--- src/rtl/uart_frame_pkg.sv ---
// Shared encodings for the UART receive frame controller.
package uart_frame_pkg;

  typedef enum logic [2:0] {
    HUNT    = 3'd0,
    LEN     = 3'd1,
    PAYLOAD = 3'd2,
    CHK     = 3'd3,
    DRAIN   = 3'd4
  } state_t;

  localparam logic [1:0] ERR_NONE = 2'd0;
  localparam logic [1:0] ERR_CHK  = 2'd1;
  localparam logic [1:0] ERR_LEN  = 2'd2;
  localparam logic [1:0] ERR_TMO  = 2'd3;

  localparam logic [7:0] DEFAULT_SOF = 8'hA5;

endpackage

--- src/rtl/uart_frame_buf.sv ---
// Payload store: DEPTH x 8 register file, one synchronous write port, one async read port.
module uart_frame_buf #(
  parameter int DEPTH = 16,
  parameter int AW    = $clog2(DEPTH + 1)
) (
  input  logic          clk,
  input  logic          we,
  input  logic [AW-1:0] waddr,
  input  logic [7:0]    wdata,
  input  logic [AW-1:0] raddr,
  output logic [7:0]    rdata
);

  logic [DEPTH-1:0][7:0] mem;

  always_ff @(posedge clk) begin
    for (int i = 0; i < DEPTH; i++)
      if (we && waddr == AW'(i)) mem[i] <= wdata;
  end

  // Address space is one wider than DEPTH; out-of-range reads return zero.
  assign rdata = (raddr < AW'(DEPTH)) ? mem[raddr] : 8'h00;

endmodule

--- src/rtl/uart_rx_frame_ctrl.sv ---
// Frame parser behind uart_rx: [SOF][LEN][payload][CHK], payload released only after CHK verifies.
// Optional inter-byte timeout enabled by defining UART_RX_FRAME_TIMEOUT_EN.
module uart_rx_frame_ctrl
  import uart_frame_pkg::*;
#(
  parameter logic [7:0] SOF_BYTE     = DEFAULT_SOF,
  parameter int         MAX_LEN      = 16,
  parameter int         TIMEOUT_CLKS = 1024
) (
  input  logic       clk,
  input  logic       rst,
  input  logic       rx_valid,
  input  logic [7:0] rx_byte,
  output logic       out_valid,
  output logic [7:0] out_data,
  output logic       out_last,
  input  logic       out_ready,
  output logic       frame_ok,
  output logic       frame_err,
  output logic [1:0] err_code,
  output logic       busy
);

  localparam int IW = $clog2(MAX_LEN + 1);

  if (MAX_LEN < 1 || MAX_LEN > 255 || TIMEOUT_CLKS < 2) begin : g_bad_param
    $error("uart_rx_frame_ctrl: MAX_LEN must be 1..255 and TIMEOUT_CLKS >= 2");
  end

  state_t        state, state_nx;
  logic [7:0]    len, chk_acc, rd_data;
  logic [IW-1:0] wr_idx, rd_idx;
  logic          buf_we, ok_nx, err_nx, tmo_hit, accept;
  logic [1:0]    code_nx;

  assign accept    = out_valid & out_ready;
  assign busy      = (state != HUNT);
  assign out_valid = (state == DRAIN);
  assign out_data  = out_valid ? rd_data : 8'h00;
  assign out_last  = out_valid && (8'(rd_idx) == len - 8'd1);

`ifdef UART_RX_FRAME_TIMEOUT_EN
  localparam int TW = $clog2(TIMEOUT_CLKS);
  logic [TW-1:0] tmo_cnt;
  logic          in_frame;

  assign in_frame = (state == LEN) || (state == PAYLOAD) || (state == CHK);
  assign tmo_hit  = in_frame && !rx_valid && (tmo_cnt == TW'(TIMEOUT_CLKS - 1));

  always_ff @(posedge clk) begin
    if (rst || rx_valid || !in_frame) tmo_cnt <= '0;
    else                              tmo_cnt <= tmo_cnt + 1'b1;
  end
`else
  assign tmo_hit = 1'b0;
`endif

  always_ff @(posedge clk) begin
    if (rst) state <= HUNT;
    else     state <= state_nx;
  end

  always_comb begin
    state_nx = state;
    ok_nx    = 1'b0;
    err_nx   = 1'b0;
    code_nx  = err_code;
    buf_we   = 1'b0;
    case (state)
      HUNT: if (rx_valid && rx_byte == SOF_BYTE) state_nx = LEN;
      LEN: if (rx_valid) begin
        if (rx_byte > 8'(MAX_LEN)) begin
          err_nx   = 1'b1;
          code_nx  = ERR_LEN;
          state_nx = HUNT;
        end else if (rx_byte == 8'h00) state_nx = CHK;
        else                           state_nx = PAYLOAD;
      end
      PAYLOAD: if (rx_valid) begin
        buf_we = 1'b1;
        if (8'(wr_idx) == len - 8'd1) state_nx = CHK;
      end
      CHK: if (rx_valid) begin
        if (rx_byte == chk_acc) begin
          ok_nx    = 1'b1;
          state_nx = (len != 8'h00) ? DRAIN : HUNT;
        end else begin
          err_nx   = 1'b1;
          code_nx  = ERR_CHK;
          state_nx = HUNT;
        end
      end
      DRAIN: if (accept && out_last) state_nx = HUNT;
      default: state_nx = HUNT;
    endcase
    // Timeout only fires on cycles without a byte, so it never races a decision above.
    if (tmo_hit) begin
      err_nx   = 1'b1;
      code_nx  = ERR_TMO;
      state_nx = HUNT;
    end
  end

  always_ff @(posedge clk) begin
    if (rst) begin
      len       <= 8'h00;
      chk_acc   <= 8'h00;
      wr_idx    <= '0;
      rd_idx    <= '0;
      frame_ok  <= 1'b0;
      frame_err <= 1'b0;
      err_code  <= ERR_NONE;
    end else begin
      frame_ok  <= ok_nx;
      frame_err <= err_nx;
      err_code  <= code_nx;
      if (state == LEN && rx_valid) begin
        len     <= rx_byte;
        chk_acc <= rx_byte;
        wr_idx  <= '0;
      end
      if (buf_we) begin
        chk_acc <= chk_acc ^ rx_byte;
        wr_idx  <= wr_idx + 1'b1;
      end
      if (state == CHK)  rd_idx <= '0;
      else if (accept)   rd_idx <= rd_idx + 1'b1;
    end
  end

  uart_frame_buf #(.DEPTH(MAX_LEN), .AW(IW)) u_buf (
    .clk   (clk),
    .we    (buf_we),
    .waddr (wr_idx),
    .wdata (rx_byte),
    .raddr (rd_idx),
    .rdata (rd_data)
  );

endmodule

--- config.mk ---
export PLATFORM = sky130hd
export DESIGN_NAME = uart_rx_frame_ctrl
export DESIGN_NICKNAME = d
export VERILOG_FILES = /design/src/rtl/uart_frame_pkg.sv /design/src/rtl/uart_frame_buf.sv /design/src/rtl/uart_rx_frame_ctrl.sv
export SDC_FILE = /design/constraint.sdc
export NUM_CORES = 1
export LEC_CHECK = 0
export BUFFER_PORTS_ARGS = -buffer_cell sky130_fd_sc_hd__buf_2
export CAP_MARGIN = 20
export CORE_ASPECT_RATIO = 0.75
export CORE_MARGIN = 4
export CORE_UTILIZATION = 50
export DETAILED_ROUTE_END_ITERATION = 12
export PLACE_DENSITY = 0.75
export SYNTH_ARGS = -nofsm -noshare
export SYNTH_HDL_FRONTEND = slang
export SYNTH_SLANG_ARGS = --single-unit
--- constraint.sdc ---
create_clock -name clk -period 4.7 [get_ports clk]
set_clock_uncertainty 0.05 [all_clocks]
set_input_delay 0.94 -clock clk [delete_from_list [all_inputs] [get_ports clk]]
set_output_delay 0.94 -clock clk [all_outputs]
set_load 0.01 [all_outputs]
# == Word-level counts from Yosys, hierarchy flattened ==
# Cells that the tools add are included.
# word_totals
regBits,161
inputBits,12
out_inout_bits,15
# classes
reduce_logical,31
n_lt_le_gt_ge,3
n_mux,32
eq_ne,31
n_bitwise,4
add_sub_neg,3
# op_table
op,count
$eq 5x4->1 const B,8
$mux 8,5
$bmux 8 s4,1
$mux 3,8
$eq 5x3->1 const B,4
$logic_and 1x1->1,20
$eq 5x8->1,2
$pmux 3 s5,1
$ne 2x2->1 const B,7
$add 5x1->5 const B,2
$eq 5x2->1 const B,2
$lt 5x5->1 const B,2
$mux 2,5
$mux 5,2
$eq 8x8->1,1
$eq 8x8->1 const B,1
$gt 8x5->1 const B,1
$logic_not 8->1,1
$mux 1,8
$reduce_bool 8->1,1
$sub 8x1->8 const B,1
$xor 8x8->8,1
$eq 3x2->1 const B,2
$reduce_and 6->1,1
15 further kinds,17

# == Logic depth before layout (Yosys ltp) ==
# depth
ltp_word,6
depth_mapped,8
ltp_nobuf,7

# == Hierarchy ==
# Synthesis repeated with hierarchy kept, for this count alone.
# hier_totals
cells_unflattened,508
hier_area_um2,7020.5
# modules_own_cells
module,area_each_um2,instances,cells_per_inst
uart_frame_buf,5093.6,1,266
uart_rx_frame_ctrl,1926.8,1,242

# == Least setup slack after synthesis ==
# Ideal clock, no wire load.
# synth_timing
kind,input-to-reg
start,input rx_valid
end,register u_buf.mem[100] (netlist bit) (enable)
t_arrival_ns,2.451
path_slack_ns,1.805
cell_stages,3
required_time_ns,4.255
cell_sequence,or3b_2 -> clkbuf_1 -> nor4_1
# synth_via
elab_chain_cells,3
# synth_rtl
item,line_no,rtl
from (decl),uart_rx_frame_ctrl.sv:12,"input logic rx_valid,"
$mux 1,uart_rx_frame_ctrl.sv:79,PAYLOAD: if (rx_valid) begin
$mux 1,uart_rx_frame_ctrl.sv:69,case (state)
$logic_and 1x1->1,uart_frame_buf.sv:18,if (we && waddr == AW'(i)) mem[i] <= wdata;
"to (signal, indexed assignment)",uart_frame_buf.sv:18,
to (decl),uart_frame_buf.sv:14,logic [DEPTH-1:0][7:0] mem;
# Every way passes these cells.
# A chain may end at the register's enable or synchronous reset.

# == Final worst setup path ==
# layout_timing
start,register rd_idx[0]
end,output out_data[5]
# layout_via
elab_chain_cells,4
# layout_rtl
item,line_no,rtl
from (decl),uart_rx_frame_ctrl.sv:32,"logic [IW-1:0] wr_idx, rd_idx;"
from (signal assigned),uart_rx_frame_ctrl.sv:127,else if (accept) rd_idx <= rd_idx + 1'b1;
$bmux 8 s4,uart_frame_buf.sv:22,assign rdata = (raddr < AW'(DEPTH)) ? mem[raddr] : 8'h00;
$mux 8 (not written as such),uart_frame_buf.sv:22,
$mux 8 (*),uart_frame_buf.sv:22,
$mux 8 (*),uart_rx_frame_ctrl.sv:39,assign out_data = out_valid ? rd_data : 8'h00;
to (decl),uart_rx_frame_ctrl.sv:15,"output logic [7:0] out_data,"
# Every way passes the cells marked *; elsewhere a longest branch is shown, timed or not. The select of a mux whose other input is x is not followed.

==> flow_summary.json <==
{
  "status": "complete, no violations",
  "finalCritPeriodShare": 0.837,
  "post_drt_via_cell_ratio": 5.97,
  "rows": 37,
  "slew_headroom": 0.332,
  "fp.dieArea_mm2": 0.0160,
  "endpoint_kind": "output pin",
  "drc_errors": 0,
  "fmax_mhz": 254,
  "antenna_found_initial": 0,
  "cts_buffers": 17,
  "postCtsHoldBufs": 0,
  "postSynthCellCount": 457,
  "rsz0062_at_grt": "false",
  "p_leak_uw": 0.00261,
  "final_common_cell": "edfxtp_1",
  "pre_cts_slack_ns": 1.23,
  "overflow": 0,
  "r2r_cells": 4,
  "start_util": 0.511,
  "hold_viol_final": 0,
  "startpoint_type": "register",
  "yosysTopAreaCell": "edfxtp_1",
  "synth-edff-count": 128,
  "grt_start_max_net_pins": 37,
  "vias": 3977,
  "fin_ws_ns": 0.768,
  "criticalPathCategory": "register to output pin",
  "ys_ff_latch": 161,
  "hp-class": "register to register",
  "worst-endpoint-arrival_ns": 2.94,
  "h-tree-depth": 4,
  "maxCapViolCount": 0,
  "die_w_um": 145,
  "worst_pin_slew_ns": 1.00,
  "die_h_um": 111,
  "tns_ns": 0,
  "fin_util": 0.573,
  "synthArstFlopShare": 0,
  "setup_viol": 0,
  "port_buffers": 26,
  "p_per_area_mw_per_mm2": 375,
  "layout-drive-gt1-share": 0.171,
  "drt-total-wl_um": 14500,
  "drv_slew": 0,
  "diodes": 0,
  "cts_tree": "yes",
  "core_mm2": 0.0137,
  "syn_area_per_cell_um2": 15.3,
  "final_cell_mix": "edfxtp_1 (128), nor2_1 (33), dfxtp_1 (32), nand2_1 (30), mux4_1 (28)",
  "grt_pass1_wl_um": 22200,
  "cts_num_sinks": 161,
  "path_clk_slew_ns": 0.07,
  "ant_nets": 0,
  "grt_usage": 0.189,
  "synth.distinct_cells": 49,
  "post_cts_buffers": 0,
  "area_growth_pct": 12.1,
  "yosysTopAreaCellShare": 0.548,
  "finalNetCount": 498,
  "grt_pass1_vias": 3779,
  "path_max_fanout": 33,
  "required_ns": 3.71,
  "vdd_drop_max_mv": 0.276,
  "top_level_ports": 27,
  "cts-resized-gates": 0,
  "yosysWarnings": 0,
  "clockBufferDepth": 2,
  "dp_hpwl_um": 9030,
  "syn-cell-area_mm2": 0.00701,
  "fin_crit_ns": 3.93,
  "ys_top_cells_by_area": "edfxtp_1 (55%), mux4_1 (10%), dfxtp_1 (9.4%), mux4_2 (3.9%), xnor2_1 (2.4%)",
  "clk_latency_ns": 0.43,
  "synth_seq_area_share": 0.643,
  "nFillCells": 1039,
  "synth_nets": 477,
  "drt_iter0_markers": 383,
  "place.gp.congestion": 0.800,
  "min_path_cells": 2,
  "wl_per_cell_um": 21.8,
  "dr.pass1.iters": 5,
  "clockRootBuffer": "clkbuf_16",
  "yosys_most_used_dff": "edfxtp_1"
}
==> metal layers <==
| layer | GRT usage | wire [um] | vias to the layer above |
|---|---|---|---|
| met4 | 0.0522 | 163 | 0 |
| met1 | 0.286 | 6750 | 1996 |
| met5 | 0 | 0 | - |
| li1 | - | - | 1821 |
| met2 | 0.270 | 6630 | 144 |
| met3 | 0.0532 | 957 | 16 |
==> flip-flops by register name (all words and copies together), names as in the netlist <==
| name | count |
|---|---|
| u_buf.mem | 128 |
| chk_acc | 8 |
| len | 8 |
| rd_idx | 5 |
| wr_idx | 5 |
| state | 3 |
| err_code | 2 |
| frame_err | 1 |
| frame_ok | 1 |
==> kinds of logic (layout without fill, tap and decap cells) <==
family	count (synthesis)	in the layout	synth area share
AO/OA/AOI/OAI	54	54	0.0454
adder cells (fa/ha/maj)	8	8	0.0143
XOR/XNOR	27	27	0.0337
multiplexers	41	41	0.145
flip-flops	161	161	0.643
buffers and inverters	43	77	0.0284
AND/OR/NAND/NOR	123	123	0.0905
==> worst max-delay path: stages, from the launching register on <==
cell     delay, ns
dfxtp_2       0.99
mux4_1        0.66
mux4_2        0.50
nor2b_1       0.17
buf_2         0.16
==> final cells by class <==
cell class              instances  area (um^2)  share of cell area
well taps                     175          219              0.0279
inverters                      12         45.0             0.00573
repair buffers                 33          183              0.0233
clock buffers                  19          464              0.0591
flip-flops and latches        161         4510               0.573
multi-input cells             253         2300               0.293
clock inverters                13          135              0.0172
==> cell usage after synthesis, types with 4 or more instances <==
master,instances
mux4_2,12
nand2_1,30
ha_1,8
and2_1,5
nand4_1,5
dfxtp_1,33
and3_1,4
nor3_1,9
nor4_1,6
o21ai_0,11
nor2b_1,9
clkbuf_1,24
xor2_1,8
a21oi_1,21
inv_1,12
nand3_1,5
edfxtp_1,128
xnor2_1,19
a31oi_1,11
mux4_1,28
nor2_1,33
==> power breakdown <==
part | total [uW] | switching [uW] | leakage, uW | internal (uW)
clock network | 1360 | 613 | 0.000292 | 751
logic | 48.7 | 38.6 | 0.000901 | 10.1
registers | 1530 | 0.211 | 0.00142 | 1530
total | 2950 | 652 | 0.00261 | 2300
==> metrics by stage <==
step | total power (uW) | std cells | hold WS [ns] | cell area (um^2)
5_1_grt | 3030 | 666 | 0.420 | 7860
3_5_place_dp | 1610 | 634 | 0.385 | 7260
3_3_place_gp | 1610 | 634 | 0.384 | 7260
6_report | 2950 | 666 | 0.393 | 7860
4_1_cts | 2960 | 666 | 0.395 | 7860
2_1_floorplan | 1580 | 457 | 0.399 | 7010
==> path summary, 6_finish.rpt <==
| kind | startpoint | to | slack (ns) |
|---|---|---|---|
| worst min register to register | err_code[0] | err_code[0] | 0.39 |
| worst min-delay path | err_code[0] | err_code[0] | 0.39 |
| worst max-delay path | rd_idx[0] | out_data[5] | 0.77 |
| worst max register to register | state[1] | u_buf.mem[6] | 2.13 |
No activity file was read; power rests on OpenSTA's default activity.
